### config.mk
export PLATFORM = sky130hd
export DESIGN_NAME = ifu_flat
export DESIGN_NICKNAME = d
export VERILOG_FILES = /design/src/rtl/cpu_pkg.sv /design/src/rtl/ifu_if.sv /design/src/rtl/fetch_fifo.sv /design/src/rtl/ifu.sv /design/src/flat_wrapper.sv
export SDC_FILE = /design/constraint.sdc
export NUM_CORES = 1
export LEC_CHECK = 0
export ABC_AREA = 1
export CORE_MARGIN = 2
export CORE_UTILIZATION = 51
export DETAILED_ROUTE_END_ITERATION = 6
export MAX_ROUTING_LAYER = met4
export PLACE_DENSITY = 0.77
export SLEW_MARGIN = 15
export SYNTH_ARGS = -nofsm -noshare
export SYNTH_HDL_FRONTEND = slang
export SYNTH_SLANG_ARGS = --single-unit
export TNS_END_PERCENT = 5
### constraint.sdc
create_clock -name clk -period 3.85 [get_ports clk]
set_input_delay 0.77 -clock clk [delete_from_list [all_inputs] [get_ports clk]]
set_output_delay 0.77 -clock clk [all_outputs]
set_load 0.005 [all_outputs]
### src/rtl/cpu_pkg.sv
// Shared CPU front-end definitions: address width, reset vector and the
// fetch-buffer entry pairing an instruction with its PC.
package cpu_pkg;

  localparam int unsigned XLEN = 32;
  localparam int unsigned ILEN = 32;
  localparam logic [XLEN-1:0] RESET_PC = 32'h8000_0000;

  typedef struct packed {
    logic [XLEN-1:0] pc;
    logic [ILEN-1:0] inst;
  } fetch_entry_t;

endpackage

### src/rtl/ifu_if.sv
// Fetch-unit bundle: instruction-memory request/response, decode-side
// instruction handshake, and redirect/halt control.
interface ifu_if #(
  parameter int unsigned XLEN = cpu_pkg::XLEN
) ();
  import cpu_pkg::*;

  logic            req_valid;
  logic            req_ready;
  logic [XLEN-1:0] req_addr;
  logic            resp_valid;
  logic [ILEN-1:0] resp_data;
  logic            inst_valid;
  logic            inst_ready;
  logic [ILEN-1:0] inst;
  logic [XLEN-1:0] inst_pc;
  logic            redirect_valid;
  logic [XLEN-1:0] redirect_pc;
  logic            halt;

  modport master (
    output req_valid, req_addr, inst_valid, inst, inst_pc,
    input  req_ready, resp_valid, resp_data, inst_ready, redirect_valid, redirect_pc, halt
  );

  modport slave (
    input  req_valid, req_addr, inst_valid, inst, inst_pc,
    output req_ready, resp_valid, resp_data, inst_ready, redirect_valid, redirect_pc, halt
  );

endinterface

### src/rtl/fetch_fifo.sv
// Fetch buffer: circular FIFO of fetch entries with a one-cycle flush and
// a head that reads straight out of storage.
module fetch_fifo import cpu_pkg::*; #(
  parameter int unsigned DEPTH   = 4,
  parameter type         entry_t = fetch_entry_t
) (
  input  logic                         clk,
  input  logic                         rst,
  input  logic                         flush,
  input  logic                         push,
  input  entry_t                       push_data,
  input  logic                         pop,
  output entry_t                       head,
  output logic [$clog2(DEPTH+1)-1:0]   count
);

  localparam int unsigned PW = $clog2(DEPTH);
  localparam int unsigned CW = $clog2(DEPTH+1);

  entry_t          mem [DEPTH];
  logic [PW-1:0]   wr_ptr;
  logic [PW-1:0]   rd_ptr;

  // Pointers wrap explicitly so non-power-of-two depths work.
  function automatic logic [PW-1:0] ptr_inc(input logic [PW-1:0] p);
    return (p == PW'(DEPTH-1)) ? '0 : p + PW'(1);
  endfunction

  always_ff @(posedge clk or posedge rst) begin
    if (rst) begin
      wr_ptr <= '0;
      rd_ptr <= '0;
      count  <= '0;
    end else if (flush) begin
      wr_ptr <= '0;
      rd_ptr <= '0;
      count  <= '0;
    end else begin
      if (push) wr_ptr <= ptr_inc(wr_ptr);
      if (pop)  rd_ptr <= ptr_inc(rd_ptr);
      case ({push, pop})
        2'b10:   count <= count + CW'(1);
        2'b01:   count <= count - CW'(1);
        default: ;
      endcase
    end
  end

  always_ff @(posedge clk) begin
    if (push && !flush) mem[wr_ptr] <= push_data;
  end

  assign head = mem[rd_ptr];

endmodule

### src/rtl/ifu.sv
// Instruction fetch unit: credit-limited sequential fetch into a small
// buffer, with redirect flush and discard of stale in-flight responses.
module ifu import cpu_pkg::*; #(
  parameter int unsigned     XLEN     = cpu_pkg::XLEN,
  parameter logic [XLEN-1:0] RESET_PC = cpu_pkg::RESET_PC,
  parameter int unsigned     DEPTH    = 4
) (
  input logic  clk,
  input logic  rst,
  ifu_if.master bus
);

  localparam int unsigned CW = $clog2(DEPTH+1);
  localparam int unsigned SW = CW + 1;

  logic [XLEN-1:0] fetch_pc;
  logic [XLEN-1:0] resp_pc;
  logic [XLEN-1:0] tgt_pc;
  logic [CW-1:0]   outstanding;
  logic [CW-1:0]   outstanding_nxt;
  logic [CW-1:0]   drop_cnt;
  logic [CW-1:0]   count;
  logic            credit_ok;
  logic            req_fire;
  logic            push;
  logic            pop;
  fetch_entry_t    push_data;
  fetch_entry_t    head;

  // Requests in flight plus buffered entries never exceed the buffer size,
  // so every kept response is guaranteed a slot.
  assign credit_ok = (SW'(outstanding) + SW'(count)) < SW'(DEPTH);

  assign bus.req_valid  = !rst && !bus.halt && !bus.redirect_valid && credit_ok;
  assign bus.req_addr   = fetch_pc;
  assign req_fire       = bus.req_valid && bus.req_ready;

  assign bus.inst_valid = (count != '0);
  assign bus.inst       = head.inst;
  assign bus.inst_pc    = head.pc;
  assign pop            = bus.inst_valid && bus.inst_ready;

  assign push      = bus.resp_valid && !bus.redirect_valid && (drop_cnt == '0);
  assign push_data = '{pc: resp_pc, inst: bus.resp_data};
  assign tgt_pc    = {bus.redirect_pc[XLEN-1:2], 2'b00};

  always_comb begin
    outstanding_nxt = outstanding;
    if (req_fire && !bus.resp_valid)      outstanding_nxt = outstanding + CW'(1);
    else if (!req_fire && bus.resp_valid) outstanding_nxt = outstanding - CW'(1);
  end

  // On redirect every remaining in-flight response belongs to the old path.
  always_ff @(posedge clk or posedge rst) begin
    if (rst) begin
      fetch_pc    <= RESET_PC;
      resp_pc     <= RESET_PC;
      outstanding <= '0;
      drop_cnt    <= '0;
    end else begin
      outstanding <= outstanding_nxt;
      if (bus.redirect_valid) begin
        fetch_pc <= tgt_pc;
        resp_pc  <= tgt_pc;
        drop_cnt <= outstanding_nxt;
      end else begin
        if (req_fire) fetch_pc <= fetch_pc + XLEN'(4);
        if (bus.resp_valid) begin
          if (drop_cnt != '0) drop_cnt <= drop_cnt - CW'(1);
          else                resp_pc  <= resp_pc + XLEN'(4);
        end
      end
    end
  end

  fetch_fifo #(
    .DEPTH   (DEPTH),
    .entry_t (fetch_entry_t)
  ) u_fifo (
    .clk       (clk),
    .rst       (rst),
    .flush     (bus.redirect_valid),
    .push      (push),
    .push_data (push_data),
    .pop       (pop),
    .head      (head),
    .count     (count)
  );

endmodule

### src/flat_wrapper.sv
// flat-port wrapper written by rule: the top's interface ports become plain ports
module ifu_flat import cpu_pkg::*;
#(
  parameter int unsigned     XLEN     = cpu_pkg::XLEN,
  parameter logic [XLEN-1:0] RESET_PC = cpu_pkg::RESET_PC,
  parameter int unsigned     DEPTH    = 4
)
  (clk, rst, bus_req_valid, bus_req_addr, bus_inst_valid, bus_inst, bus_inst_pc, bus_req_ready, bus_resp_valid, bus_resp_data, bus_inst_ready, bus_redirect_valid, bus_redirect_pc, bus_halt);
  ifu_if #(.XLEN(XLEN)) bus_i ();
  input logic clk;
  input logic rst;
  output wire logic [$bits(bus_i.req_valid)-1:0] bus_req_valid;
  output wire logic [$bits(bus_i.req_addr)-1:0] bus_req_addr;
  output wire logic [$bits(bus_i.inst_valid)-1:0] bus_inst_valid;
  output wire logic [$bits(bus_i.inst)-1:0] bus_inst;
  output wire logic [$bits(bus_i.inst_pc)-1:0] bus_inst_pc;
  input wire logic [$bits(bus_i.req_ready)-1:0] bus_req_ready;
  input wire logic [$bits(bus_i.resp_valid)-1:0] bus_resp_valid;
  input wire logic [$bits(bus_i.resp_data)-1:0] bus_resp_data;
  input wire logic [$bits(bus_i.inst_ready)-1:0] bus_inst_ready;
  input wire logic [$bits(bus_i.redirect_valid)-1:0] bus_redirect_valid;
  input wire logic [$bits(bus_i.redirect_pc)-1:0] bus_redirect_pc;
  input wire logic [$bits(bus_i.halt)-1:0] bus_halt;
  assign bus_req_valid = bus_i.req_valid;
  assign bus_req_addr = bus_i.req_addr;
  assign bus_inst_valid = bus_i.inst_valid;
  assign bus_inst = bus_i.inst;
  assign bus_inst_pc = bus_i.inst_pc;
  assign bus_i.req_ready = bus_req_ready;
  assign bus_i.resp_valid = bus_resp_valid;
  assign bus_i.resp_data = bus_resp_data;
  assign bus_i.inst_ready = bus_inst_ready;
  assign bus_i.redirect_valid = bus_redirect_valid;
  assign bus_i.redirect_pc = bus_redirect_pc;
  assign bus_i.halt = bus_halt;
  ifu #(.XLEN(XLEN), .RESET_PC(RESET_PC), .DEPTH(DEPTH)) u_core (.clk(clk), .rst(rst), .bus(bus_i));
endmodule
-- Word-level counts from Yosys, hierarchy flattened
Memories as Yosys holds them, arrays and structs flattened.
Index checks and enable logic that the tools add are counted.
- word-level logic and storage cells: 70
- memories: 1
- register bits: 77
- bits in writable memories: 256
- input bits: 71
- output and inout bits: 98
- reduce and logical (&&, ||, !) cells: 26
- equal/unequal tests: 5
- muxes and demuxes: 20
- magnitude comparators: 1
- add/subtract/negate cells: 10
- memory list (memory ; depth ; width ; read ports ; clocked after memory_dff ; wr ports ; RTL line ; text):
    u_core.u_fifo.mem ; 4 ; 64 ; 1 ; 0 ; 1 ; fetch_fifo.sv:20 ; entry_t mem [DEPTH];
- operator list (cell ; count):
    32-bit 2-to-1 mux ; 5
    32-bit by 3-bit adder with 32-bit output, second input constant ; 2
    3-bit 2-to-1 mux ; 6
    2-bit 2-to-1 mux ; 6
    1-bit logical AND ; 10
    2-bit nonzero test ; 5
    3-bit nonzero test ; 3
    3-bit by 1-bit subtractor with 3-bit output, second input constant ; 3
    3-bit by 1-bit adder with 3-bit output, second input constant ; 2
    2-bit == test, second input constant ; 3
    3-bit case mux with 2 select lines ; 1
    1-bit logical NOT ; 5
    2-bit by 1-bit adder with 2-bit output, second input constant ; 2
    3-bit by 3-bit adder with 4-bit output ; 1
    4-bit by 3-bit less-than comparator with 1-bit output, second input constant ; 1
    2-bit AND reduction ; 2
    3-bit logical NOT ; 1
    2-bit by 1-bit == test with 1-bit output, second input constant ; 1
    1-bit 2-to-1 mux ; 2
    2-bit != test, second input constant ; 1

-- Logic depth before layout (Yosys ltp)
Gate-level depths: netlist of the first run.
- depth in word-level cells: 10
- gate-level depth with buffers: 13
- gate-level depth less buffers: 12

-- Cells and area by module
A second synthesis of the first run with hierarchy kept.
- cells, all modules: 1354
- area, all modules: 14624.0 um^2
- modules (own cells, without submodules) (module ; instances ; sequential area each (um^2) ; cells each ; area each (um^2)):
    fetch_fifo ; 1 ; 7862.5 ; 680 ; 9937.0
    ifu ; 1 ; 1654.1 ; 674 ; 4687.0

-- Worst setup path after synthesis of the first run
Ideal clock, no wire load.
- path type: input -> register
- from: in bus_redirect_valid
- to: mem u_core.u_fifo.mem[0][0] (netlist bit) (enable)
- arrival: 3.892 ns
- data required time: 3.367 ns
- path buffers: 2
- library setup time: 0.483 ns
- stages on the path: 5
- setup slack: -0.525 ns
- cells stage by stage: buf_6 inv_2 nand2_2 buf_6 nor2_1
- word-level cells in the longest chain between the ends: 6
- ends and longest elaborated chain (item ; RTL line ; text):
    start, declared ; flat_wrapper.sv:21 ; input wire logic [$bits(bus_i.redirect_valid)-1:0] bus_redirect_valid;
    1-bit logical NOT (*) ; fetch_fifo.sv:50, ifu.sv:43 ;
    1-bit logical AND (2 in series) ; ifu.sv:43 ; assign push = bus.resp_valid && !bus.redirect_valid && (drop_cnt == '0);
    1-bit logical AND (*) ; fetch_fifo.sv:50 ; if (push && !flush) mem[wr_ptr] <= push_data;
    1-bit 2-to-1 mux (*) ; fetch_fifo.sv:50 ;
    1-bit 2-to-1 mux (implied by the code) (*) ; fetch_fifo.sv:50 ;
    end, declared ; fetch_fifo.sv:20 ;
Mark *: on every way between the ends. The rest lies on a longest branch, timed or not.

-- Final worst setup path of the first run
- from: reg u_core.u_fifo.rd_ptr[0]
- to: out bus_inst_pc[12]
- word-level cells in the longest chain between the ends: 1
- ends and longest elaborated chain (item ; RTL line ; text):
    start, declared ; fetch_fifo.sv:22 ; logic [PW-1:0] rd_ptr;
    start signal, assigned ; fetch_fifo.sv:40 ; if (pop) rd_ptr <= ptr_inc(rd_ptr);
    memory read 4 x 64 bit ; n/a ;
    end, declared ; flat_wrapper.sv:16 ; output wire logic [$bits(bus_i.inst_pc)-1:0] bus_inst_pc;
Every way passes these cells.

==> results of run 1 <==
[cell usage in the layout (no fill, tap or decap), types with 3 or more instances in the layout]
cell / instances
edfxtp_1: 248
nand2_1: 224
nor2_1: 179
clkdlybuf4s50_1: 162
o21ai_0: 149
inv_1: 102
dfrtp_1: 69
nand3_1: 63
o22ai_1: 62
clkbuf_16: 35
o211ai_1: 24
xor2_1: 23
nor3_1: 21
nand4_1: 14
ha_1: 13
buf_4: 12
a21oi_1: 8
clkinv_2: 8
buf_12: 8
nor2_4: 6
inv_2: 6
xnor2_1: 6
nand2_2: 6
clkinv_1: 6
clkbuf_1: 6
nor2_2: 5
o21ai_1: 5
a22oi_1: 4
conb_1: 4
bufinv_16: 4
o221ai_1: 3
nand3_2: 3
nor3_2: 3
o21bai_1: 3
o21ai_2: 3
[sequential cells by signal (all words and copies together), names as in the netlist]
register,cells
u_core.u_fifo.rd_ptr,2
u_core.u_fifo.wr_ptr,2
u_core.u_fifo.count,3
u_core.outstanding,3
u_core.resp_pc,30
u_core.u_fifo.mem,248
u_core.drop_cnt,3
u_core.bus.req_addr,30
[area by class of cell]
class | count | area (sq um)
clock buffers | 42 | 912
flip-flops and latches | 321 | 9280
inverters | 110 | 415
repair buffers | 182 | 1870
multi-input cells | 840 | 4230
well taps | 378 | 473
clock inverters | 19 | 196
fillers | 2145 | 10200
[worst min-delay path by stage]
stage,cells after the start,endpoint,startpoint
floorplan,2,u_core.drop_cnt[2]$_DFFE_PP0P_,u_core.drop_cnt[2]$_DFFE_PP0P_
global placement,2,u_core.drop_cnt[2]$_DFFE_PP0P_,u_core.drop_cnt[2]$_DFFE_PP0P_
detailed placement,2,u_core.drop_cnt[2]$_DFFE_PP0P_,u_core.drop_cnt[2]$_DFFE_PP0P_
CTS,2,u_core.drop_cnt[2]$_DFFE_PP0P_,u_core.drop_cnt[2]$_DFFE_PP0P_
global route,2,u_core.drop_cnt[2]$_DFFE_PP0P_,u_core.drop_cnt[2]$_DFFE_PP0P_
finish,2,u_core.drop_cnt[2]$_DFFE_PP0P_,u_core.drop_cnt[2]$_DFFE_PP0P_
[cells by family after synthesis]
logic type | Yosys count | share of synthesized area, %
simple gates | 530 | 15.8
flops | 321 | 65.3
compound gates | 263 | 10.6
buf+inv | 171 | 5.15
xor+xnor | 29 | 1.79
fa+ha+maj | 14 | 1.29
other cells | 1 | 0.0264
[power breakdown]
| part | switching (mW) | internal [mW] | total (mW) | leakage [nW] |
|---|---|---|---|---|
| clock network | 1.31 | 1.95 | 3.26 | 0.540 |
| logic | 1.37 | 1.18 | 2.55 | 2.75 |
| registers | 0.262 | 4.00 | 4.26 | 3.12 |
| total | 2.94 | 7.14 | 10.1 | 6.41 |
[per-stage QoR]
stage	area, sq um	util [%]	setup slack (ps)
5_1_grt	17400	62.9	378
6_report	17400	62.9	511
3_5_place_dp	16300	58.9	622
3_3_place_gp	16300	58.9	665
2_1_floorplan	14200	-	-525
4_1_cts	17400	62.9	452
[metal layers]
layer	up-vias	global-route usage, %	wire [microns]
met1	5166	30.9	14600
met5	-	-	0
met3	59	3.59	2340
met2	422	40.3	16800
li1	4935	-	-
met4	0	6.82	774
[worst max-delay path: cells and delay by family (launching register included)]
kind | cells | cell delay (ps)
AO/OA/AOI/OAI | 2 | 450
buffers and inverters | 2 | 1150
flip-flops | 1 | 430
==> results.toml, run 1 <==
[outcome]
outcome = "finished clean"

[clock_network]
post_cts_buffers = 0
cts-hold-fix-buffers = 0
clk_pin_slew_ps = 60
numCtsBuffers = 34
root_buffer = "clkbuf_16"
cts_max_path_buffers = 3
htreeDepth = 2
clkSinkCount = 321
tritoncts = "built"
cts_resized = 0
insertion_delay_ps = 520

[layout]
final_cells = 1892
num_antenna_cells = 0
syn_to_final_growth_pct = 22.4
drive_above_1_share_pct = 7.33
final_nets = 1574

[routing]
drt_iter0_markers = 1042
drt-vias-per-instance = 5.59
avgRoutedWirePerCell_microns = 18.2
drt-total-wl_mm = 34.4
dr.pass1.iters = 5
drcViolationCount = 0
via_count = 10600
final_antenna_net_count = 0

[worst_setup_path]
path_max_fanout = 73
cp-endpoint = "bus_inst_pc[12]"
slowest_stage = "buf_4"
startpoint = "u_core.u_fifo.rd_ptr[0]$_DFFE_PP0P_"
arrival_ps = 2570
rrSetupSlack_ps = 1390
cp.required_ps = 3080
crit_path_max_incr_delay_ps = 580
worst-setup-path-type = "register to output port"
r2r-start = "u_core.drop_cnt[0]$_DFFE_PP0P_"
r2r-end = "u_core.u_fifo.count[1]$_DFFE_PP0P_"
worstSetupStartpointType = "register"
worstPathCellList = "buf_4, o21ai_0, o22ai_1, clkdlybuf4s50_1"
reg2regPathDepth = 10
crit_path_end_kind = "output port"

[timing]
worst_clock_skew_ps = 14.5
period_share_pct = 86.7
whs_ps = 539
fin_crit_ps = 3340
fmaxAchievable_mhz = 299
slew_violations = 0
finalSetupTns_ps = 0
maxSlewHeadroom_pct = 42.5
setup_violations = 0
hold_viol_final = 0
rsz0062_at_grt = "no"
worst_pin_slew_ps = 861

[synthesis]
synth_top_cell_by_area = "edfxtp_1"
ys_ff_latch = 321
synth_top_area_share_pct = 52.5
synth_edf_count = 248
synth_area_per_cell_sq_um = 10.7
synth_common_cells = "edfxtp_1 (248), nand2_1 (224), nor2_1 (183)"
syn_area_sq_um = 14200
yosysUniqueCellTypes = 45
ys_seq_area_share_pct = 65.3
synth_area_leaders = "edfxtp_1 (52%), dfrtp_1 (13%), nand2_1 (5.9%), o21ai_0 (5.3%), nor2_1 (4.8%)"
post-synth-top-count-cell = "edfxtp_1"
synth_warnings = 0
synth_ff_type = "edfxtp_1"
synth-async-reset-ratio_pct = 22.7
synthCells = 1329

[die]
initial_core_util_pct = 51.4
core-area_sq_um = 27600
die_w_microns = 171
die_area_sq_um = 29200
ios = 169
dieHeight_microns = 171
fp-row-count = 61

[global_routing]
grt_overflow = 0
grt_pass1_wl_mm = 53.5
grt_pass1_vias = 10300
antenna_found_initial = 0
track_usage_pct = 24.1
grt_max_degree = 74

[placement]
port_buffers = 162
dp.cells = 1831
place_congestion = 0.955
hpwl_mm = 22.1

[power]
peakVddDrop_mv = 0.300
p_leak_nw = 6.41
design_power_total_mw = 10.1
power_density_nw_per_um2 = 580

[job]
max_cap_violations = 0

[hold_path]
hp-class = "register to register"
Note: power is estimated with default switching activity, not from simulation.
==> inputs of run 2 (changes only) <==
--- a/config.mk
+++ b/config.mk
@@ -11,7 +11,6 @@
 export DETAILED_ROUTE_END_ITERATION = 6
 export MAX_ROUTING_LAYER = met4
 export PLACE_DENSITY = 0.77
-export SLEW_MARGIN = 15
 export SYNTH_ARGS = -nofsm -noshare
 export SYNTH_HDL_FRONTEND = slang
 export SYNTH_SLANG_ARGS = --single-unit
==> results of run 2 <==
The final DEF is identical to that of run 1; final timing and power are the same.
==> inputs of run 3 (changes only) <==
--- a/config.mk
+++ b/config.mk
@@ -8,6 +8,7 @@
 export ABC_AREA = 1
 export CORE_MARGIN = 2
 export CORE_UTILIZATION = 51
+export CTS_CLUSTER_DIAMETER = 50
 export DETAILED_ROUTE_END_ITERATION = 6
 export MAX_ROUTING_LAYER = met4
 export PLACE_DENSITY = 0.77
==> run 3 against run 2 <==
Net effect: first-iteration DRC count down 7.4%; via count down 0.24%; utilization increased by 0.077 points; global-route usage is 0.15 points lower; power down 0.35%; worst hold slack better by 3.4 ps; non-clock buffer count did not move; clock skew up 10 ps; clock power barely moved; clock-buffer cell count increased by 4; die area unchanged; critical endpoint is now bus_inst_pc[14]; highest routed layer unchanged.
==> results.toml, run 3 (synthesis gave the netlist of run 1 again) <==
[outcome]
outcome = "finished clean"

[clock_network]
cts_max_path_buffers = 3
cts_resized = 0
tritoncts = "built"
clkSinkCount = 321
cts-hold-fix-buffers = 0
root_buffer = "clkbuf_16"
numCtsBuffers = 36
clk_pin_slew_ps = 60
post_cts_buffers = 0
insertion_delay_ps = 520
htreeDepth = 2

[timing]
period_share_pct = 87.8
maxSlewHeadroom_pct = 42.9
fin_crit_ps = 3380
worst_pin_slew_ps = 856
whs_ps = 542
hold_viol_final = 0
timing.final.ws_setup_ps = 468
rsz0062_at_grt = "no"
finalSetupTns_ps = 0
fmaxAchievable_mhz = 296
slew_violations = 0
setup_violations = 0
worst_clock_skew_ps = 24.8

[layout]
final_nets = 1576
largest-register = "u_core.u_fifo.mem"
regArea_sq_um = 9280
layout_common_cells = "edfxtp_1 (248), nand2_1 (224), nor2_1 (179)"
num_antenna_cells = 0
syn_to_final_growth_pct = 22.6
layout_commonest_cell = "edfxtp_1"
multi_input_area_sq_um = 4230
n_fill_cell = 2139
largest_reg_flops = 248
drive_above_1_share_pct = 7.31

[placement]
dp_slack_ps = 622
hpwl_mm = 22.1
place_congestion = 0.955
port_buffers = 162

[routing]
via_count = 10600
drt-vias-per-instance = 5.57
drt_iter0_markers = 965
dr.pass1.iters = 5
drcViolationCount = 0
final_antenna_net_count = 0
drt-total-wl_mm = 34.2
avgRoutedWirePerCell_microns = 18.0

[global_routing]
grt_pass1_wl_mm = 53.2
grt_overflow = 0
track_usage_pct = 24.0
grt_max_degree = 74
grt_pass1_vias = 10300
antenna_found_initial = 0

[die]
ios = 169
initial_core_util_pct = 51.4
core-area_sq_um = 27600
dieHeight_microns = 171
fp-row-count = 61
die_area_sq_um = 29200
die_w_microns = 171

[hold_path]
hp-class = "register to register"

[job]
max_cap_violations = 0

[worst_setup_path]
worstSetupStartpointType = "register"
path_max_fanout = 54
cp.required_ps = 3080
arrival_ps = 2610
crit_path_end_kind = "output port"
worst-setup-path-type = "register to output port"

[power]
power_density_nw_per_um2 = 577
p_leak_nw = 6.42
peakVddDrop_mv = 0.282
==> run 3: cell types whose count changed in the layout (fill, tap and decap cells not counted), moves of 2 or more <==
cell        previous run  this run
clkbuf_16             35        38
clkinv_1               6         8
clkinv_8               0         2
clkbuf_1               6         8
clkinv_2               8         5
clkinvlp_4             2         0
bufinv_16              4         1
clkinv_4               0         2
==> run 3: stage by stage <==
stage / utilization [%] / area (sq um) / power [mW] / cells
CTS: 63.0 / 17400 / 10.1 / 1896
global route: 63.0 / 17400 / 10.5 / 1896
floorplan: - / 14200 / 5.57 / 1332
detailed placement: 58.9 / 16300 / 6.87 / 1831
global placement: 58.9 / 16300 / 6.79 / 1831
finish: 63.0 / 17400 / 10.0 / 1896
==> run 3: final cells by class <==
cell class	count	area share [%]
Sequential cell	321	53.3
Multi-Input combinational cell	840	24.3
Timing Repair Buffer	182	10.8
Clock buffer	46	5.64
Tap cell	378	2.72
Inverter	110	2.39
Clock inverter	19	0.856
==> run 3: path summary, 6_finish.rpt <==
check | start | end | slack (ps) | cells past startpoint
min reg2reg | u_core.drop_cnt[2]$_DFFE_PP0P_ | u_core.drop_cnt[2]$_DFFE_PP0P_ | 540 | 2
min | u_core.drop_cnt[2]$_DFFE_PP0P_ | u_core.drop_cnt[2]$_DFFE_PP0P_ | 540 | 2
max in group asynchronous | rst | u_core.resp_pc[31]$_DFFE_PP1P_ | 2280 | 3
min in group asynchronous | rst | u_core.outstanding[2]$_DFF_PP0_ | 780 | 2
max reg2reg | u_core.drop_cnt[0]$_DFFE_PP0P_ | u_core.u_fifo.count[1]$_DFFE_PP0P_ | 1400 | 10
max | u_core.u_fifo.rd_ptr[1]$_DFFE_PP0P_ | bus_inst_pc[14] | 470 | 5
==> run 3: worst max-delay path, stage by stage, from the launching register on <==
cell	delay (ps)
dfrtp_2	480
inv_1	300
buf_12	300
o21ai_0	160
o22ai_1	260
clkdlybuf4s50_1	560
==> run 3: metal layers <==
metal | vias to the layer above | global-route usage [%] | wire (microns)
li1 | 4941 | - | -
met1 | 5115 | 31.0 | 14300
met2 | 447 | 39.8 | 16600
met3 | 54 | 3.28 | 2540
met4 | 0 | 7.26 | 762
met5 | - | - | 0
==> run 3: where the power goes <==
group          total (mW)  internal (mW)  switching [mW]
logic                2.54           1.18            1.36
registers            4.26           4.00           0.260
clock network        3.24           1.89            1.35
total                10.0           7.07            2.97
